==> config.mk <==
export PLATFORM = sky130hd
export DESIGN_NAME = add_sub_arbiter
export DESIGN_NICKNAME = d
export VERILOG_FILES = /design/src/rtl/add_sub_arbiter.sv
export SDC_FILE = /design/constraint.sdc
export NUM_CORES = 1
export LEC_CHECK = 0
export ABC_AREA = 1
export BUFFER_PORTS_ARGS = -buffer_cell sky130_fd_sc_hd__buf_2
export CORE_AREA = 5 5 153 155
export CTS_CLUSTER_DIAMETER = 200
export CTS_CLUSTER_SIZE = 12
export DETAILED_ROUTE_END_ITERATION = 16
export DIE_AREA = 0 0 158 160
export PLACE_DENSITY = 0.63
export SYNTH_ARGS = -nofsm -noshare
export SYNTH_HDL_FRONTEND = slang
export SYNTH_SLANG_ARGS = --single-unit
==> constraint.sdc <==
create_clock -name CLK -period 3.2 [get_ports CLK]
set_input_delay 0.64 -clock CLK [delete_from_list [all_inputs] [get_ports CLK]]
set_output_delay 0.64 -clock CLK [all_outputs]
set_load 0.03 [all_outputs]
==> src/rtl/add_sub_arbiter.sv <==
// add_sub_arbiter: round-robin sharing of one external ripple-carry add/sub among N requesters.
module add_sub_arbiter #(
  parameter int N       = 4,
  parameter int IDW     = 2,
  parameter int WIDTH   = 32,
  parameter int LATENCY = 2
) (
  input  logic               CLK,
  input  logic               RST,
  input  logic [N-1:0]       REQ,
  input  logic [N*WIDTH-1:0] REQ_A,
  input  logic [N*WIDTH-1:0] REQ_B,
  input  logic [N-1:0]       REQ_SnA,
  output logic [N-1:0]       GNT,
  output logic [WIDTH-1:0]   ADD_A,
  output logic [WIDTH-1:0]   ADD_B,
  output logic               ADD_SnA,
  input  logic [WIDTH-1:0]   ADD_Y,
  input  logic               ADD_CO,
  output logic [WIDTH-1:0]   Y,
  output logic               CO,
  output logic [IDW-1:0]     ID,
  output logic               DONE,
  output logic               BUSY
);
  localparam int CW = $clog2(LATENCY + 1);
  typedef enum logic [1:0] {S_IDLE, S_BUSY, S_CPLT} state_t;
  state_t state, next_state;
  logic [IDW-1:0] ptr, win;
  logic           found;
  logic [CW-1:0]  cnt;
  // first set request scanning upward from ptr, wrapping at N
  always_comb begin
    found = 1'b0;
    win   = '0;
    for (int i = 0; i < N; i++)
      if (!found && REQ[(int'(ptr) + i) % N]) begin
        found = 1'b1;
        win   = IDW'((int'(ptr) + i) % N);
      end
  end
  always_ff @(posedge CLK or negedge RST)
    if (!RST) state <= S_IDLE;
    else      state <= next_state;
  always_comb
    next_state = state == S_IDLE ? (found ? S_BUSY : S_IDLE) :
                 state == S_BUSY ? (cnt == '0 ? S_CPLT : S_BUSY) : S_IDLE;
  always_comb BUSY = state != S_IDLE;
  always_ff @(posedge CLK or negedge RST)
    if (!RST) begin
      GNT     <= '0;
      ADD_A   <= '0;
      ADD_B   <= '0;
      ADD_SnA <= 1'b0;
      Y       <= '0;
      CO      <= 1'b0;
      ID      <= '0;
      DONE    <= 1'b0;
      ptr     <= '0;
      cnt     <= '0;
    end else begin
      GNT  <= '0;
      DONE <= 1'b0;
      if (state == S_IDLE && found) begin
        ADD_A   <= REQ_A[win*WIDTH +: WIDTH];
        ADD_B   <= REQ_B[win*WIDTH +: WIDTH];
        ADD_SnA <= REQ_SnA[win];
        ID      <= win;
        GNT     <= N'(1) << win;
        cnt     <= CW'(LATENCY - 1);
        ptr     <= IDW'((int'(win) + 1) % N);
      end
      if (state == S_BUSY) begin
        if (cnt != '0) cnt <= cnt - 1'b1;
        else begin
          Y    <= ADD_Y;
          CO   <= ADD_CO;
          DONE <= 1'b1;
        end
      end
    end
endmodule
### Word level (Yosys, flattened, before mapping)

Cells that the tools add are included.

* logic and storage cells: 75
* register bits: 111

* reductions and logical operators: 15
* shift operators: 3
* equal/unequal tests: 1
* bitwise gates (word level): 4
* add/subtract/negate cells: 5
* mux-type cells: 31
* magnitude comparators: 5

Operators by type and width (count)
* 128-bit by 8-bit indexed part select with 32-bit output: 2
* 2-bit 2-to-1 mux: 10
* 1-bit 2-to-1 mux: 15
* 3-bit by 4-bit less-than comparator with 1-bit output, second input constant: 3
* 1-bit binary-select mux with 2-bit select: 5
* 2-bit by 3-bit less-than comparator with 1-bit output, second input constant: 2
* 2-bit OR reduction: 3
* 2-bit by 1-bit adder with 2-bit output, second input constant: 2
* 2-bit adder, second input constant: 2
* 1-bit logical AND: 4
* 2-bit logical NOT: 2
* 4-bit 2-to-1 mux: 1
* 2-bit nonzero test: 2
* 1-bit by 2-bit left shift with 4-bit output, first input constant: 1
* 1-bit AND, first input constant: 3
* 1-bit logical NOT: 3
* 2-bit by 1-bit == test with 1-bit output, second input constant: 1
* 2-bit AND reduction: 1
* 2-bit by 1-bit subtractor with 2-bit output, second input constant: 1
* 1-bit NOT: 1

### Longest topological paths before layout

Gate-level depths: netlist of run 1.

* depth after elaboration: 18
* depth in mapped cells: 18

### Least setup slack after synthesis of run 1

OpenSTA, ideal clock, no wires.

* path kind: input port to flip-flop
* from: input port REQ[1]
* to: register ADD_A[0]
* setup slack: 1.188 ns
* library setup time: 0.124 ns
* buffers on the path: 2
* data required time: 3.076 ns
* stages on the path: 13
* arrival: 1.888 ns
* cells stage by stage: inv_1 > nand2_1 > nand3_1 > nand2_2 > nor2_1 > nand2_1 > nand2_2 > nand2_2 > buf_8 > buf_6 > or2_1 > nand3_1 > nand3_1

* cells in the longest elaborated chain, start to end: 13
* elaborated cells between the ends (all ways): 27
* those cells by class: shift (1); mux (19); reduce/logical (7)

RTL lines
* start: declaration: line 10 `input logic [N-1:0] REQ,`
* 1-bit binary-select mux with 2-bit select: line 37 `if (!found && REQ[(int'(ptr) + i) % N]) begin`
* 1-bit 2-to-1 mux (implied by the code): line 37
* 1-bit 2-to-1 mux: line 37
* 1-bit logical NOT: line 37
* 1-bit logical AND: line 37
* 1-bit 2-to-1 mux: line 37
* 1-bit logical NOT: line 37
* 1-bit logical AND: line 37
* 1-bit 2-to-1 mux: line 37
* 1-bit logical NOT: line 37
* 1-bit logical AND: line 37
* 2-bit 2-to-1 mux / 1-bit 2-to-1 mux (equally long branches): line 37
* 128-bit by 8-bit indexed part select with 32-bit output / 1-bit logical AND (equally long branches): line 65, 64
* end signal: assignment: line 65 `ADD_A <= REQ_A[win*WIDTH +: WIDTH];`
* end: declaration: line 15 `output logic [WIDTH-1:0] ADD_A,`

Parallel ways exist; a longest one is shown, timed or not. The select of a mux whose other input is x is not followed.
A chain may end at the register's enable or synchronous reset.

### Worst setup path after layout of run 1

* from: register ptr[0]
* to: register ADD_B[26]

* cells in the longest elaborated chain, start to end: 13
* elaborated cells between the ends (all ways): 30
* those cells by class: add/sub (3); shift (1); mux (19); reduce/logical (7)

RTL lines
* start: declaration: line 29 `logic [IDW-1:0] ptr, win;`
* start signal: assignment: line 71 `ptr <= IDW'((int'(win) + 1) % N);`
* 2-bit by 1-bit adder with 2-bit output / 1-bit binary-select mux with 2-bit select (equally long branches): line 37, 39
* 1-bit binary-select mux with 2-bit select / 1-bit 2-to-1 mux (equally long branches): line 37
* 1-bit 2-to-1 mux (implied by the code): line 37
* 1-bit 2-to-1 mux (implied by the code) / 1-bit logical NOT (equally long branches): line 37
* 1-bit logical AND: line 37
* 1-bit 2-to-1 mux: line 37
* 1-bit logical NOT: line 37
* 1-bit logical AND: line 37
* 1-bit 2-to-1 mux: line 37
* 1-bit logical NOT: line 37
* 1-bit logical AND: line 37
* 2-bit 2-to-1 mux / 1-bit 2-to-1 mux (equally long branches): line 37
* 128-bit by 8-bit indexed part select with 32-bit output / 1-bit logical AND (equally long branches): line 66, 64
* end signal: assignment: line 66 `ADD_B <= REQ_B[win*WIDTH +: WIDTH];`
* end: declaration: line 16 `output logic [WIDTH-1:0] ADD_B,`

Parallel ways exist; a longest one is shown, timed or not. The select of a mux whose other input is x is not followed.

==> results.yml, run 1 <==
yosys:
  ys_ff_latch: 111
  syn_nets: 1442
  syn_avg_cell_area_um2: 6.30
  synth_warnings: 0
  syn_inst: 1143
  seq_area_frac_synth_pct: 38.6
  yosysUniqueCellTypes: 27
  syn_area_mm2: 0.00720
timing:
  grt_setup_unrepaired: "false"
  setup_tns_ns: 0
  min_period_over_period_pct: 77.3
  fin_skew_ns: 0.0144
  clock.fmax_ghz: 0.404
  period_needed_ns: 2.47
  relSlewSlack_pct: 38.7
  final.setup.worst_slack_ns: 0.727
  final_hold_viol_count: 0
  drv_slew: 0
  fin_hold_ws_ns: 0.265
  setup_viol: 0
  tightest_slew_ns: 0.913
global_route:
  use_met1_pct: 24.1
  grt_pass1_wl_um: 40000
  gr-usage-met2_pct: 34.5
  grt_max_degree: 63
  grt.total_usage_pct: 19.5
  antenna_found_initial: 1
  first_global_vias: 7981
  grt_busiest_layer: "met2"
  grtUsageMet3_pct: 3.82
  grt.overflow.total: 0
power_and_ir_drop:
  p_per_area_mw_per_mm2: 1280
  p_leak_nw: 6.15
  vdd_drop_max_v: 0.000733
place:
  dp_hpwl_um: 19500
  place_worst_setup_slack_ns: 0.725
  dpl_cell_area_mm2: 0.00938
  io_buffers: 404
  gp_congestion: 0.897
layout:
  postLayoutCellArea_mm2: 0.00969
  final_cell_mix: "nand2_1 (531), buf_2 (403), nand3_1 (198)"
  layout.cells.most_common: "nand2_1"
  nets: 1809
  drive_above_1_share_pct: 30.8
  antenna_cells: 0
  syn2layout_area_growth_pct: 34.5
die:
  dieArea_mm2: 0.0253
  start_util_pct: 33.2
  coreArea_mm2: 0.0217
  rows: 54
  fp.dieH_um: 160
  die_w_um: 158
  pin_count: 405
routing:
  drc_errors: 0
  vias: 8175
  routed_wl_um: 25800
  dr.first_iter.drc_count: 489
  post_drt_wl_per_cell_um: 14.4
  first_pass_iters: 5
  ant_nets: 0
  viasPerCell: 4.55
setup_path:
  worstRegToRegCells: 11
  critPathLaunch: "ptr[0]$_DFFE_PN0P_"
  required_ns: 3.48
  r2r_end: "ADD_B[26]$_DFFE_PN0P_"
  crit_fanout: 34
  startpoint_type: "flip-flop"
  critPathCapture: "ADD_B[26]$_DFFE_PN0P_"
  end_kind: "flip-flop"
  critPathKind: "flip-flop to flip-flop"
  r2r_start: "ptr[0]$_DFFE_PN0P_"
  worst-r2r-setup-slack_ns: 0.73
  crit_arrival_ns: 2.76
clock_tree:
  cts.sinks: 111
  postCtsSetupBuffers: 0
  clock_latency_ns: 0.36
  clk_pin_slew_ns: 0.08
  clock-root-buffer: "clkbuf_16"
  htreeDepth: 3
  ctsResizeCount: 0
  cts_buffer_depth: 2
  cts_tree: "built"
  cts_buffers: 9
  ctsHoldBuffers: 0
outcome:
  outcome: "finished clean"
min_path:
  hold_path.class: "input pin to asynchronous set/reset pin"
flow_run:
  drv_cap: 0
layer usage:
metal / wire length (µm) / vias up / part of all wire [%]
met4: 494 / 2 / 1.9
met3: 1970 / 32 / 7.6
li1: - / 4162 / -
met5: 13 / - / 0.050
met1: 10600 / 3703 / 41
met2: 12800 / 276 / 50
where the power goes:
group / internal (mW) / switching (mW)
logic: 2.64 / 6.02
clock network: 0.560 / 0.598
registers: 2.15 / 0.390
cell type report:
type                    count  area (µm²)
repair buffers            420        2180
fillers                  2375       12000
clock buffers               9         225
well taps                 280         350
multi-input cells         793        3410
flip-flops and latches    111        2780
inverters                 175         657
clock inverters             7        83.8
kinds of logic after synthesis:
| logic type | count (synthesis) | share of synthesized area [%] |
|---|---|---|
| flops | 111 | 38.6 |
| buf+inv | 239 | 14.3 |
| compound gates | 8 | 0.712 |
| simple gates | 785 | 46.4 |
synthesized netlist by cell type:
| master | count | area [µm²] |
|---|---|---|
| inv_1 | 169 | 634 |
| nand2_1 | 531 | 1990 |
| buf_6 | 10 | 113 |
| or2_1 | 20 | 125 |
| nand3b_1 | 1 | 7.51 |
| buf_2 | 19 | 95.1 |
| clkbuf_1 | 27 | 101 |
| a31oi_1 | 1 | 6.26 |
| nor2_4 | 3 | 33.8 |
| o21a_1 | 1 | 7.51 |
| nor2_2 | 1 | 6.26 |
| inv_2 | 5 | 18.8 |
| nor2_1 | 9 | 33.8 |
| clkinv_1 | 1 | 3.75 |
| o211ai_1 | 1 | 7.51 |
| o31ai_1 | 2 | 15.0 |
| nand3_1 | 199 | 996 |
| nand2_2 | 5 | 31.3 |
| nand4_1 | 1 | 6.26 |
| o21ai_0 | 1 | 5.00 |
| nand4_4 | 1 | 21.3 |
| a21oi_1 | 1 | 5.00 |
| or2_2 | 14 | 87.6 |
| dfrtp_1 | 111 | 2780 |
| buf_4 | 7 | 52.6 |
| o21ai_1 | 1 | 5.00 |
| buf_8 | 1 | 15.0 |
registers in the layout, summed over array words and instances, names as in the netlist:
register	cells
ADD_A	32
ADD_B	32
Y	32
GNT	4
ID	2
cnt	2
ptr	2
state	2
ADD_SnA	1
CO	1
DONE	1
how the worst min path moves through the flow:
stage,start,end,depth (start not counted)
2_1_floorplan,RST,ADD_A[0]$_DFFE_PN0P_,0
3_3_place_gp,ADD_A[17]$_DFFE_PN0P_,ADD_A[17]$_DFFE_PN0P_,2
3_5_place_dp,ADD_B[24]$_DFFE_PN0P_,ADD_B[24]$_DFFE_PN0P_,2
4_1_cts,RST,Y[19]$_DFFE_PN0P_,1
5_1_grt,RST,ADD_A[17]$_DFFE_PN0P_,1
6_report,RST,ADD_A[17]$_DFFE_PN0P_,1
metrics by stage:
stage,utilization (%),power (mW),std cells
global route,44.7,13.6,1795
detailed placement,43.2,11.3,1779
floorplan,-,9.15,1143
finish,44.7,12.4,1795
global placement,43.2,11.2,1779
CTS,44.7,12.6,1795
critical path, cell delays in order (launching register included):
cell and delay [ns]:
dfrtp_1 0.49, inv_2 0.25, nand2_1 0.08, nand2_1 0.13, nand2_1 0.09, o21ai_1 0.16
nand3b_1 0.20, nand3_4 0.21, nor2_4 0.15, buf_4 0.38, nand3_1 0.14, nand3_1 0.10
(Power assumes the default switching activity.)
==> run 2, diff against run 1 <==
--- a/config.mk
+++ b/config.mk
@@ -7,11 +7,11 @@
 export LEC_CHECK = 0
 export ABC_AREA = 1
 export BUFFER_PORTS_ARGS = -buffer_cell sky130_fd_sc_hd__buf_2
-export CORE_AREA = 5 5 153 155
+export CORE_AREA = 5 5 156 158
 export CTS_CLUSTER_DIAMETER = 200
 export CTS_CLUSTER_SIZE = 12
 export DETAILED_ROUTE_END_ITERATION = 16
-export DIE_AREA = 0 0 158 160
+export DIE_AREA = 0 0 161 163
 export PLACE_DENSITY = 0.63
 export SYNTH_ARGS = -nofsm -noshare
 export SYNTH_HDL_FRONTEND = slang
==> constraint.sdc (replaced) <==
create_clock -name CLK -period 2.2 [get_ports CLK]
set_input_delay 0.44 -clock CLK [delete_from_list [all_inputs] [get_ports CLK]]
set_output_delay 0.44 -clock CLK [all_outputs]
set_load 0.03 [all_outputs]
==> run 2 against run 1 <==
  * First-iteration DRC count is 7.0% higher
  * Clock skew is 0.0056 ns higher
  * Flip-flop and latch count stayed put
  * Critical path type unchanged
==> results.yml, run 2 (synthesized netlist as in run 1, its figures left out) <==
timing:
  final_hold_viol_count: 0
  min_period_over_period_pct: 98.4
  grt_setup_unrepaired: "true"
  drv_slew: 0
  fin_skew_ns: 0.0201
  tightest_slew_ns: 0.350
  setup_viol: 0
  period_needed_ns: 2.16
  clock.fmax_ghz: 0.462
  relSlewSlack_pct: 76.7
  fin_hold_ws_ns: 0.261
global_route:
  grt_pass1_wl_um: 40100
  grtUsageMet3_pct: 4.61
  antenna_found_initial: 0
  grt.total_usage_pct: 18.9
  gr-usage-met2_pct: 33.2
  grt_busiest_layer: "met2"
  grt_max_degree: 72
  use_met1_pct: 23.0
  first_global_vias: 7958
  grt.overflow.total: 0
layout:
  final_cell_mix: "nand2_1 (519), buf_2 (403), nand3_1 (189)"
  layout.cells.most_common: "nand2_1"
  antenna_cells: 0
  nets: 1850
  syn2layout_area_growth_pct: 45.2
  postLayoutCellArea_mm2: 0.0105
  drive_above_1_share_pct: 34.1
  top_regs: "ADD_A x32, ADD_B x32, Y x32"
min_path:
  hp-start: "ADD_Y[13]"
  hold_path.class: "input pin to flip-flop"
power_and_ir_drop:
  combPwrFrac_pct: 74.0
  power_frac_seq_pct: 17.7
  p_sw_share_pct: 53.8
  p_per_area_mw_per_mm2: 2000
  p_switching_mw: 11.3
  p_clk_share_pct: 8.3
  intPower_mw: 9.67
  p_leak_nw: 6.49
  vdd_drop_max_v: 0.00111
  power_mw: 20.9
routing:
  post_drt_wl_per_cell_um: 15.0
  viasPerCell: 4.54
  ant_nets: 0
  first_pass_iters: 5
  dr.first_iter.drc_count: 523
  routed_wl_um: 27700
  vias: 8386
  drc_errors: 0
setup_path:
  critPathLaunch: "ptr[0]$_DFFE_PN0P_"
  r2r_start: "ptr[0]$_DFFE_PN0P_"
  crit_fanout: 9
  critPathKind: "flip-flop to flip-flop"
  worst-r2r-setup-slack_ns: 0.04
  startpoint_type: "flip-flop"
  crit_arrival_ns: 2.41
  required_ns: 2.45
  end_kind: "flip-flop"
die:
  coreArea_mm2: 0.0230
  pin_count: 405
  dieArea_mm2: 0.0262
  die_w_um: 161
  start_util_pct: 31.3
  rows: 56
  fp.dieH_um: 163
clock_tree:
  cts_tree: "built"
  htreeDepth: 3
  cts_buffers: 9
  clock_latency_ns: 0.36
  cts.sinks: 111
  clk_pin_slew_ns: 0.09
  clock-root-buffer: "clkbuf_16"
  cts_buffer_depth: 2
flow_run:
  drv_cap: 0
place:
  io_buffers: 404
  gp_congestion: 0.863
  dpl_cell_area_mm2: 0.00961
  dp_hpwl_um: 19500
outcome:
  outcome: "finished clean"
## run 2: changes by cell type in the layout (fill, tap and decap cells not counted), sizes merged
cell	previous run	this run
inv	177	178
clkbuf	9	15
nand2	536	537
dlygate4sd3	0	1
nor2	13	14
buf	420	451
## run 2: path summary, 6_finish.rpt
check                                             end  cells past startpoint
worst max-delay path             ADD_A[6]$_DFFE_PN0P_                     15
worst min-delay path                Y[13]$_DFFE_PN0P_                      3
worst max register to register   ADD_A[6]$_DFFE_PN0P_                     15
max in group asynchronous            Y[1]$_DFFE_PN0P_                      3
min in group asynchronous       ADD_A[23]$_DFFE_PN0P_                      2
worst min register to register  ADD_A[30]$_DFFE_PN0P_                      2
## run 2: area by class of cell
class,instances,area [µm²]
Timing Repair Buffer,458,2790
Timing Repair inverter,1,5.00
Sequential cell,111,2780
Tap cell,290,363
Clock inverter,7,91.3
Multi-Input combinational cell,795,3540
Fill cell,2430,12500
Inverter,175,664
Clock buffer,9,225
## run 2: critical path, stage by stage (launching register included)
cell     delay (ns)
dfrtp_2        0.48
buf_6          0.15
nand2_1        0.07
nand2_1        0.07
buf_4          0.13
nand2_1        0.05
nand2_1        0.05
nand2_1        0.07
nand2_2        0.06
nand2_4        0.15
nand2_8        0.10
buf_4          0.16
buf_6          0.13
or2_1          0.21
nand3_1        0.10
nand3_1        0.08
## run 2: repair_timing
| action | 4_1_cts | 5_1_grt |
|---|---|---|
| endpoints found under the setup margin | 40 | 74 |
| gates cloned | 1 | 12 |
| pin swaps | 1 | 4 |
| buffers inserted | 0 | 10 |
| hold buffers | 1 | 0 |
| resized for setup | 1 | 51 |
| endpoints found under the hold margin | 12 | 0 |
## run 2: per-layer routing
| metal | vias to the layer above | share of wire (%) | wire (µm) |
|---|---|---|---|
| met1 | 3796 | 42 | 11700 |
| li1 | 4252 | - | - |
| met5 | - | 0 | 0 |
| met3 | 32 | 6.6 | 1830 |
| met2 | 306 | 49 | 13700 |
| met4 | 0 | 1.6 | 446 |
## run 2: power groups by stage
stage          clock network, mW  logic, mW  registers [mW]
6_report                    1.74       15.5            3.71
5_1_grt                     1.88       17.1            3.82
4_1_cts                     1.81       13.5            3.69
3_5_place_dp                   0       13.4            3.69
3_3_place_gp                   0       13.2            3.71
2_1_floorplan                  0       7.82            5.50
## run 2: stage by stage
step                      setup WS [ns]  instances  util, %  setup TNS, ns
after CTS                        -0.184       1824     43.3          -6.53
after floorplan                   0.218       1143        -              0
final                            0.0352       1846     45.5              0
after detailed placement         -0.226       1806     41.8          -6.24
after global routing            -0.0773       1846     45.5          -2.58
after global placement           -0.207       1806     41.8          -5.27
